File: config.mk
export PLATFORM = sky130hd
export DESIGN_NAME = msx_bank_mapper_flat
export DESIGN_NICKNAME = d
export VERILOG_FILES = /design/src/rtl/msx_bank_mapper_if.sv /design/src/rtl/msx_bank_mapper.sv /design/src/flat_wrapper.sv
export SDC_FILE = /design/constraint.sdc
export NUM_CORES = 1
export LEC_CHECK = 0
export ABC_AREA = 1
export CORE_ASPECT_RATIO = 2
export CORE_MARGIN = 3
export CORE_UTILIZATION = 54
export CTS_CLUSTER_DIAMETER = 30
export DETAILED_ROUTE_END_ITERATION = 8
export DONT_BUFFER_PORTS = 1
export GPL_TIMING_DRIVEN = 0
export PLACE_DENSITY = 0.69
export SLEW_MARGIN = 20
export SYNTH_ARGS = -nofsm -noshare
export SYNTH_HDL_FRONTEND = slang
export SYNTH_SLANG_ARGS = --single-unit
File: constraint.sdc
create_clock -name SLT_CLOCK -period 3.1 [get_ports SLT_CLOCK]
set_input_delay 0.775 -clock SLT_CLOCK [delete_from_list [all_inputs] [get_ports SLT_CLOCK]]
set_output_delay 0.775 -clock SLT_CLOCK [all_outputs]
set_load 0.01 [all_outputs]
File: src/rtl/msx_bank_mapper_if.sv
// Slot-side bus and memory-side strobes of the MSX bank mapper.
// The slave modport is the mapper's view; master is the slot/bus driver's view.
interface msx_bank_mapper_if #(
    parameter int BANK_BITS = 6
);
    logic                 SLT_SLTSL;
    logic                 SLT_WEn;
    logic                 SLT_RDn;
    logic [15:0]          SLT_A;
    logic [7:0]           SLT_D;
    logic                 SW_ROMenable;
    logic [BANK_BITS-1:0] ROM_BA;
    logic                 ROM_CEn;
    logic                 ROM_OEn;
    logic                 ROM_WEn;
    logic                 RAM_CEn;
    logic                 FLASH_BUSY;
    logic                 BANK_PENDING;

    modport slave (
        input  SLT_SLTSL, SLT_WEn, SLT_RDn, SLT_A, SLT_D, SW_ROMenable,
        output ROM_BA, ROM_CEn, ROM_OEn, ROM_WEn, RAM_CEn, FLASH_BUSY, BANK_PENDING
    );

    modport master (
        output SLT_SLTSL, SLT_WEn, SLT_RDn, SLT_A, SLT_D, SW_ROMenable,
        input  ROM_BA, ROM_CEn, ROM_OEn, ROM_WEn, RAM_CEn, FLASH_BUSY, BANK_PENDING
    );
endinterface

File: src/rtl/msx_bank_mapper.sv
// Parametrised 8 KB-page MSX cartridge bank mapper with delayed commit and RAM window.
// Optional Flash program-command tracker with bank-write deferral: FLASH_CMD_TRACK_EN.

// One bank register: commit pipeline of STAGES extra cycles plus optional pending slot.
module msx_bank_slot #(
    parameter int                   BANK_BITS = 6,
    parameter int                   STAGES    = 0,
    parameter logic [BANK_BITS-1:0] RESET_VAL = '0
) (
    input  logic                 SLT_CLOCK,
    input  logic                 SLT_RESET,
    input  logic                 wr_en,
    input  logic [BANK_BITS-1:0] wr_data,
`ifdef FLASH_CMD_TRACK_EN
    input  logic                 defer,
    output logic                 pend_full,
`endif
    output logic [BANK_BITS-1:0] bank_q
);
    logic [STAGES:0]                vld_pipe;
    logic [STAGES:0][BANK_BITS-1:0] dat_pipe;
    logic [BANK_BITS-1:0]           bank_r;
    logic                           in_vld;
    logic [BANK_BITS-1:0]           in_data;

`ifdef FLASH_CMD_TRACK_EN
    logic [BANK_BITS-1:0] pend_val;
    logic                 direct;
    logic                 flush;

    // A direct write in the flush cycle is the later write, so it wins.
    assign direct  = wr_en & ~defer;
    assign flush   = pend_full & ~defer;
    assign in_vld  = direct | flush;
    assign in_data = direct ? wr_data : pend_val;

    always_ff @(posedge SLT_CLOCK) begin
        if (SLT_RESET) begin
            pend_full <= 1'b0;
            pend_val  <= '0;
        end else if (wr_en && defer) begin
            pend_full <= 1'b1;
            pend_val  <= wr_data;
        end else if (flush) begin
            pend_full <= 1'b0;
        end
    end
`else
    assign in_vld  = wr_en;
    assign in_data = wr_data;
`endif

    // Last stage bypasses into the visible value so latency is 1+STAGES.
    assign bank_q = vld_pipe[STAGES] ? dat_pipe[STAGES] : bank_r;

    always_ff @(posedge SLT_CLOCK) begin
        if (SLT_RESET) begin
            vld_pipe <= '0;
            dat_pipe <= '0;
            bank_r   <= RESET_VAL;
        end else begin
            vld_pipe[0] <= in_vld;
            dat_pipe[0] <= in_data;
            for (int s = 1; s <= STAGES; s++) begin
                vld_pipe[s] <= vld_pipe[s-1];
                dat_pipe[s] <= dat_pipe[s-1];
            end
            bank_r <= bank_q;
        end
    end
endmodule

module msx_bank_mapper #(
    parameter int         NUM_BANKS    = 4,
    parameter int         BANK_BITS    = 6,
    parameter bit         FIXED_BANK0  = 1'b1,
    parameter logic [5:0] DELAY_MASK   = 6'b000010,
    parameter int         COMMIT_DELAY = 1,
    parameter int         RAM_BIT      = 4,
    parameter int         PROG_CYCLES  = 8
) (
    input logic              SLT_CLOCK,
    input logic              SLT_RESET,
    msx_bank_mapper_if.slave bus
);
    logic                                sel;
    logic                                wr;
    logic                                wr_q;
    logic                                wr_pulse;
    logic                                ctl_wr;
    logic                                fwm;
    logic [3:0]                          win_idx;
    logic                                in_window;
    logic                                last_win;
    logic                                ram_mode;
    logic                                busy;
    logic [NUM_BANKS-1:0]                pend;
    logic [NUM_BANKS-1:0][BANK_BITS-1:0] bank;
    logic [BANK_BITS-1:0]                cur_bank;
    logic [BANK_BITS-1:0]                rom_ba;
    logic                                unused_bits;

    assign sel      = ~bus.SLT_SLTSL & bus.SW_ROMenable;
    assign wr       = sel & ~bus.SLT_WEn;
    assign wr_pulse = wr & ~wr_q;

    // Addresses below 4000h wrap to 14/15 and fall outside every window.
    assign win_idx   = {1'b0, bus.SLT_A[15:13]} - 4'd2;
    assign in_window = win_idx < 4'(NUM_BANKS);
    assign last_win  = win_idx == 4'(NUM_BANKS - 1);
    assign ctl_wr    = wr_pulse & in_window & ~bus.SLT_A[12];

    always_ff @(posedge SLT_CLOCK) begin
        if (SLT_RESET) begin
            wr_q <= 1'b0;
            fwm  <= 1'b0;
        end else begin
            wr_q <= wr;
            if (ctl_wr && last_win)
                fwm <= bus.SLT_D[7];
        end
    end

    for (genvar i = 0; i < NUM_BANKS; i++) begin : g_bank
        if (FIXED_BANK0 && i == 0) begin : g_fixed
            assign bank[i] = '0;
            assign pend[i] = 1'b0;
        end else begin : g_slot
            logic slot_pend;
            msx_bank_slot #(
                .BANK_BITS (BANK_BITS),
                .STAGES    (DELAY_MASK[i] ? COMMIT_DELAY : 0),
                .RESET_VAL (BANK_BITS'(i))
            ) u_slot (
                .SLT_CLOCK (SLT_CLOCK),
                .SLT_RESET (SLT_RESET),
                .wr_en     (ctl_wr && win_idx == 4'(i)),
                .wr_data   (bus.SLT_D[BANK_BITS-1:0]),
`ifdef FLASH_CMD_TRACK_EN
                .defer     (busy),
                .pend_full (slot_pend),
`endif
                .bank_q    (bank[i])
            );
`ifndef FLASH_CMD_TRACK_EN
            assign slot_pend = 1'b0;
`endif
            assign pend[i] = slot_pend;
        end
    end

`ifdef FLASH_CMD_TRACK_EN
    typedef enum logic [2:0] {ST_IDLE, ST_U1, ST_U2, ST_PROG, ST_BUSY} trk_state_t;
    trk_state_t state, state_nxt;
    logic [7:0] cnt, cnt_nxt;
    logic       is_aa, is_55, is_a0, is_f0;

    assign is_aa = bus.SLT_A == 16'h5555 && bus.SLT_D == 8'hAA;
    assign is_55 = bus.SLT_A == 16'h4AAA && bus.SLT_D == 8'h55;
    assign is_a0 = bus.SLT_A == 16'h5555 && bus.SLT_D == 8'hA0;
    assign is_f0 = bus.SLT_D == 8'hF0;

    always_ff @(posedge SLT_CLOCK) begin
        if (SLT_RESET) begin
            state <= ST_IDLE;
            cnt   <= 8'd0;
        end else begin
            state <= state_nxt;
            cnt   <= cnt_nxt;
        end
    end

    always_comb begin
        state_nxt = state;
        cnt_nxt   = cnt;
        if (state == ST_BUSY) begin
            if (cnt == 8'd0) state_nxt = ST_IDLE;
            else             cnt_nxt   = cnt - 8'd1;
        end
        if (wr_pulse) begin
            case (state)
                ST_IDLE: state_nxt = is_aa ? ST_U1 : ST_IDLE;
                ST_U1:   state_nxt = is_55 ? ST_U2 : (is_aa ? ST_U1 : ST_IDLE);
                ST_U2:   state_nxt = is_a0 ? ST_PROG : (is_aa ? ST_U1 : ST_IDLE);
                ST_PROG: begin
                    state_nxt = ST_BUSY;
                    cnt_nxt   = 8'(PROG_CYCLES - 1);
                end
                default: ;
            endcase
            if (is_f0) state_nxt = ST_IDLE;
        end
        if (!fwm) state_nxt = ST_IDLE;
    end

    assign busy             = state == ST_BUSY;
    assign bus.FLASH_BUSY   = busy;
    assign bus.BANK_PENDING = |pend;
`else
    assign busy             = 1'b0;
    assign bus.FLASH_BUSY   = 1'b0;
    assign bus.BANK_PENDING = 1'b0;
`endif

    always_comb begin
        cur_bank = '0;
        for (int i = 0; i < NUM_BANKS; i++)
            if (win_idx == 4'(i)) cur_bank = bank[i];
    end

    assign ram_mode = last_win & bank[NUM_BANKS-1][RAM_BIT];

    always_comb begin
        rom_ba = '0;
        if (ram_mode)
            rom_ba = BANK_BITS'(bank[NUM_BANKS-1][RAM_BIT+1]);
        else if (in_window && win_idx == 4'd0 && fwm)
            rom_ba = bus.SLT_A[12] ? BANK_BITS'(2) : BANK_BITS'(1);
        else if (in_window)
            rom_ba = cur_bank;
    end

    assign bus.ROM_BA  = rom_ba;
    assign bus.ROM_CEn = ram_mode | ~(sel & in_window);
    assign bus.RAM_CEn = ram_mode ? ~(sel & bus.SLT_A[12]) : 1'b1;
    assign bus.ROM_OEn = bus.SLT_RDn | ~in_window;
    assign bus.ROM_WEn = bus.SLT_WEn;

    // Low address/data bits only matter to the tracker or wider registers.
    assign unused_bits = ^{bus.SLT_A[11:0], bus.SLT_D, busy, 8'(PROG_CYCLES)};
endmodule

File: src/flat_wrapper.sv
// flat-port wrapper written by rule: the top's interface ports become plain ports
module msx_bank_mapper_flat 
#(
    parameter int         NUM_BANKS    = 4,
    parameter int         BANK_BITS    = 6,
    parameter bit         FIXED_BANK0  = 1'b1,
    parameter logic [5:0] DELAY_MASK   = 6'b000010,
    parameter int         COMMIT_DELAY = 1,
    parameter int         RAM_BIT      = 4,
    parameter int         PROG_CYCLES  = 8
)
  (SLT_CLOCK, SLT_RESET, bus_SLT_SLTSL, bus_SLT_WEn, bus_SLT_RDn, bus_SLT_A, bus_SLT_D, bus_SW_ROMenable, bus_ROM_BA, bus_ROM_CEn, bus_ROM_OEn, bus_ROM_WEn, bus_RAM_CEn, bus_FLASH_BUSY, bus_BANK_PENDING);
  msx_bank_mapper_if #(.BANK_BITS(BANK_BITS)) bus_i ();
  input logic SLT_CLOCK;
  input logic SLT_RESET;
  input wire logic [$bits(bus_i.SLT_SLTSL)-1:0] bus_SLT_SLTSL;
  input wire logic [$bits(bus_i.SLT_WEn)-1:0] bus_SLT_WEn;
  input wire logic [$bits(bus_i.SLT_RDn)-1:0] bus_SLT_RDn;
  input wire logic [$bits(bus_i.SLT_A)-1:0] bus_SLT_A;
  input wire logic [$bits(bus_i.SLT_D)-1:0] bus_SLT_D;
  input wire logic [$bits(bus_i.SW_ROMenable)-1:0] bus_SW_ROMenable;
  output wire logic [$bits(bus_i.ROM_BA)-1:0] bus_ROM_BA;
  output wire logic [$bits(bus_i.ROM_CEn)-1:0] bus_ROM_CEn;
  output wire logic [$bits(bus_i.ROM_OEn)-1:0] bus_ROM_OEn;
  output wire logic [$bits(bus_i.ROM_WEn)-1:0] bus_ROM_WEn;
  output wire logic [$bits(bus_i.RAM_CEn)-1:0] bus_RAM_CEn;
  output wire logic [$bits(bus_i.FLASH_BUSY)-1:0] bus_FLASH_BUSY;
  output wire logic [$bits(bus_i.BANK_PENDING)-1:0] bus_BANK_PENDING;
  assign bus_i.SLT_SLTSL = bus_SLT_SLTSL;
  assign bus_i.SLT_WEn = bus_SLT_WEn;
  assign bus_i.SLT_RDn = bus_SLT_RDn;
  assign bus_i.SLT_A = bus_SLT_A;
  assign bus_i.SLT_D = bus_SLT_D;
  assign bus_i.SW_ROMenable = bus_SW_ROMenable;
  assign bus_ROM_BA = bus_i.ROM_BA;
  assign bus_ROM_CEn = bus_i.ROM_CEn;
  assign bus_ROM_OEn = bus_i.ROM_OEn;
  assign bus_ROM_WEn = bus_i.ROM_WEn;
  assign bus_RAM_CEn = bus_i.RAM_CEn;
  assign bus_FLASH_BUSY = bus_i.FLASH_BUSY;
  assign bus_BANK_PENDING = bus_i.BANK_PENDING;
  msx_bank_mapper #(.NUM_BANKS(NUM_BANKS), .BANK_BITS(BANK_BITS), .FIXED_BANK0(FIXED_BANK0), .DELAY_MASK(DELAY_MASK), .COMMIT_DELAY(COMMIT_DELAY), .RAM_BIT(RAM_BIT), .PROG_CYCLES(PROG_CYCLES)) u_core (.SLT_CLOCK(SLT_CLOCK), .SLT_RESET(SLT_RESET), .bus(bus_i));
endmodule
==> reports/summary.txt <==
Status: finished, final reports clean
Area Growth Syn to Fin: 7.84%
WHS Endpoint: u_core.g_bank[1].g_slot.u_slot.vld_pipe[1]
Final std cells w/o fill: 247
Starting Density: 57.0%
Hold Path Class: reg2reg
Syn Inst Count: 211
Clk pin slew, worst setup/hold paths: 0.07 ns
RSZ-0062 raised after global routing: false
CTS root buf: clkbuf_8
Wirelength per Cell: 11.6 um
Gpl congestion: 0.790
Mean post-synth cell area: 7.03 um2
Fin crit period: 2.51 ns
Number of buffers created by CTS: 5
Setup crit end kind: output pin
Nets: 249
Port-buffer cells: 0
Most frequent cells in the layout: 50 x nor2_1, 39 x nand2_1, 36 x dfxtp_1
Initial antenna violation count: 0
Post-synthesis simple-gate area fraction: 30.2%
Final Hold Viols: 0
Chip Width: 43.1 um
Commonest non-fill, non-tap cell in the layout: nor2_1
Skew final: 0.00644 ns
# hold bufs at CTS: 0
GRT Total Usage: 18.6%
Largest net degree at the start of global routing: 11
Max Freq: 399 MHz
Hold Startpoint: u_core.g_bank[1].g_slot.u_slot.vld_pipe[0]
Worst VDD drop: 0.000387 V
Post-synth cell types: 20
Max Cap Viol: 0
DRC Markers: 0
CP arrival: 1.73 ns
Mux cell area share after synthesis: 2.02%
Vias in the first global route: 1,180
Die height: 80.1 um
Antenna diodes: 0
Seq cells post-synth: 36
CTS tree: built
First-pass GRT wire length: 4820 um
Clock buffer depth: 2
PwrDens: 517 nW/um2
Post-route ant nets: 0
HPWL Detailed: 2290 um
Core area: 2600 um2
Count of final setup violators: 0
R2R Setup Slk: 2.01 ns
Vias/cell: 4.91
CP Launch Type: input pin
Register area: 721 um2
Setup Crit Path Kind: in2out
CP required: 2.32 ns
Worst-Skew Late Latency: 0.28 ns
Sequential share of the synthesized area: 48.6%
WHS Path Cells: 2
Setup tns final: 0 ns
Routed via count: 1,214
Num ports: 42
Total grt overflow: 0
Cell Area, Synth: 1480 um2
# fillers: 275
Max Fanout on Critical Path: 6
Static Leakage: 0.685 nW
Area of the multi-input gates: 591 um2
Share of layout cells above drive strength 1: 12.3%
Final Cycle Share: 80.8%
Htree depth: 2
Placed cell count: 240
Resize count post-CTS: 0
Adder-cell area share of the yosys netlist: 0%
Synth Warn #: 0
R2r endpoint: u_core.g_bank[3].g_slot.u_slot.bank_r[0]
Cell row count: 26
Post-CTS Setup Bufs: 0
Clock sinks: 36
Post-synthesis compound-gate area fraction: 7.08%
Final WL: 2860 um
Pre-antenna DRT Iters: 4
Worst reg2reg path depth: 3
Area share of xor/xnor cells in the synthesized design: 0%
Drt initial violations: 30
Pins over their slew limit: 0
Combinational family with the most area after synthesis: simple AND/OR/NAND/NOR gates
Die area: 3450 um2
Worst r2r src: u_core.g_bank[3].g_slot.u_slot.vld_pipe
[area by class of cell]
cell class / instances / area share (%)
multi-input combinational: 133 / 36.9
clock inverter: 1 / 0.313
sequential: 36 / 45.0
buffer: 9 / 3.05
inverter: 34 / 7.97
clock buffer: 6 / 4.53
tap: 28 / 2.19
[logic make-up after synthesis]
| group | after synthesis |
|---|---|
| other | 1 |
| buffers and inverters | 43 |
| muxes | 3 |
| and+or+nand+nor | 107 |
| AOI/OAI and AO/OA | 21 |
| DFF | 36 |
[sequential cells by signal (all words and copies together) (netlist names)]
| signal | count |
|---|---|
| u_core.wr_q | 1 |
| u_core.g_bank.g_slot.u_slot.vld_pipe | 4 |
| u_core.g_bank.g_slot.u_slot.bank_r | 18 |
| u_core.g_bank.g_slot.u_slot.dat_pipe | 12 |
| u_core.fwm | 1 |
[how the worst max path moves through the flow]
stage	from	endpoint	slack [ns]
finish	bus_SLT_A[14]	bus_ROM_BA[0]	0.59
detailed placement	bus_SLT_A[14]	bus_ROM_BA[0]	0.60
CTS	bus_SLT_A[14]	bus_ROM_BA[0]	0.60
global route	bus_SLT_A[14]	bus_ROM_BA[0]	0.48
floorplan	bus_SLT_A[14]	bus_ROM_BA[1]	0.85
global placement	bus_SLT_A[14]	bus_ROM_BA[0]	0.64
[through the flow]
stage	power [W]	cell area [um2]	worst slack, ns	utilization, %	hold slack (ns)
4_1_cts	0.000834	1600	0.598	61.5	0.416
6_report	0.000827	1600	0.594	61.5	0.411
2_1_floorplan	0.000524	1490	0.845	-	0.388
3_5_place_dp	0.000535	1520	0.603	58.5	0.407
5_1_grt	0.000862	1600	0.475	61.5	0.427
3_3_place_gp	0.000533	1520	0.638	58.5	0.395
[worst max-delay path: stages]
cell	delay [ns]
inv_1	0.07
nand2_2	0.10
nor2_1	0.33
nand2_1	0.11
nand3_1	0.11
nor2_1	0.05
nor2_1	0.19
[metal layers]
metal  wire length, um  global-route usage [%]  vias to the layer above
li1                  -                       -                      641
met1              1120                    18.9                      539
met2              1540                    33.6                       28
met3               149                    5.61                        6
met4                56                    8.76                        0
met5                 0                       0                        -
[power breakdown]
group / total [W] / switching, W / internal [W] / leakage, nW
logic: 0.0000509 / 0.0000347 / 0.0000162 / 0.351
clock network: 0.000303 / 0.000150 / 0.000152 / 0.0410
registers: 0.000473 / 0.00000277 / 0.000471 / 0.293
total: 0.000827 / 0.000188 / 0.000639 / 0.685
[synthesized netlist by cell type, drive strengths merged]
cell type	number	share of area, %
nor2	54	15
nand2	42	11
dfxtp	36	49
inv	34	8.6
o21ai	14	4.7
a21oi	7	2.4
buf	6	2.5
nand3	5	1.7
or2	4	1.7
clkbuf	3	0.76
mux2i	3	2.0
nor3	2	1.0
conb	1	0.25
No activity file was read; power rests on OpenSTA's default activity.
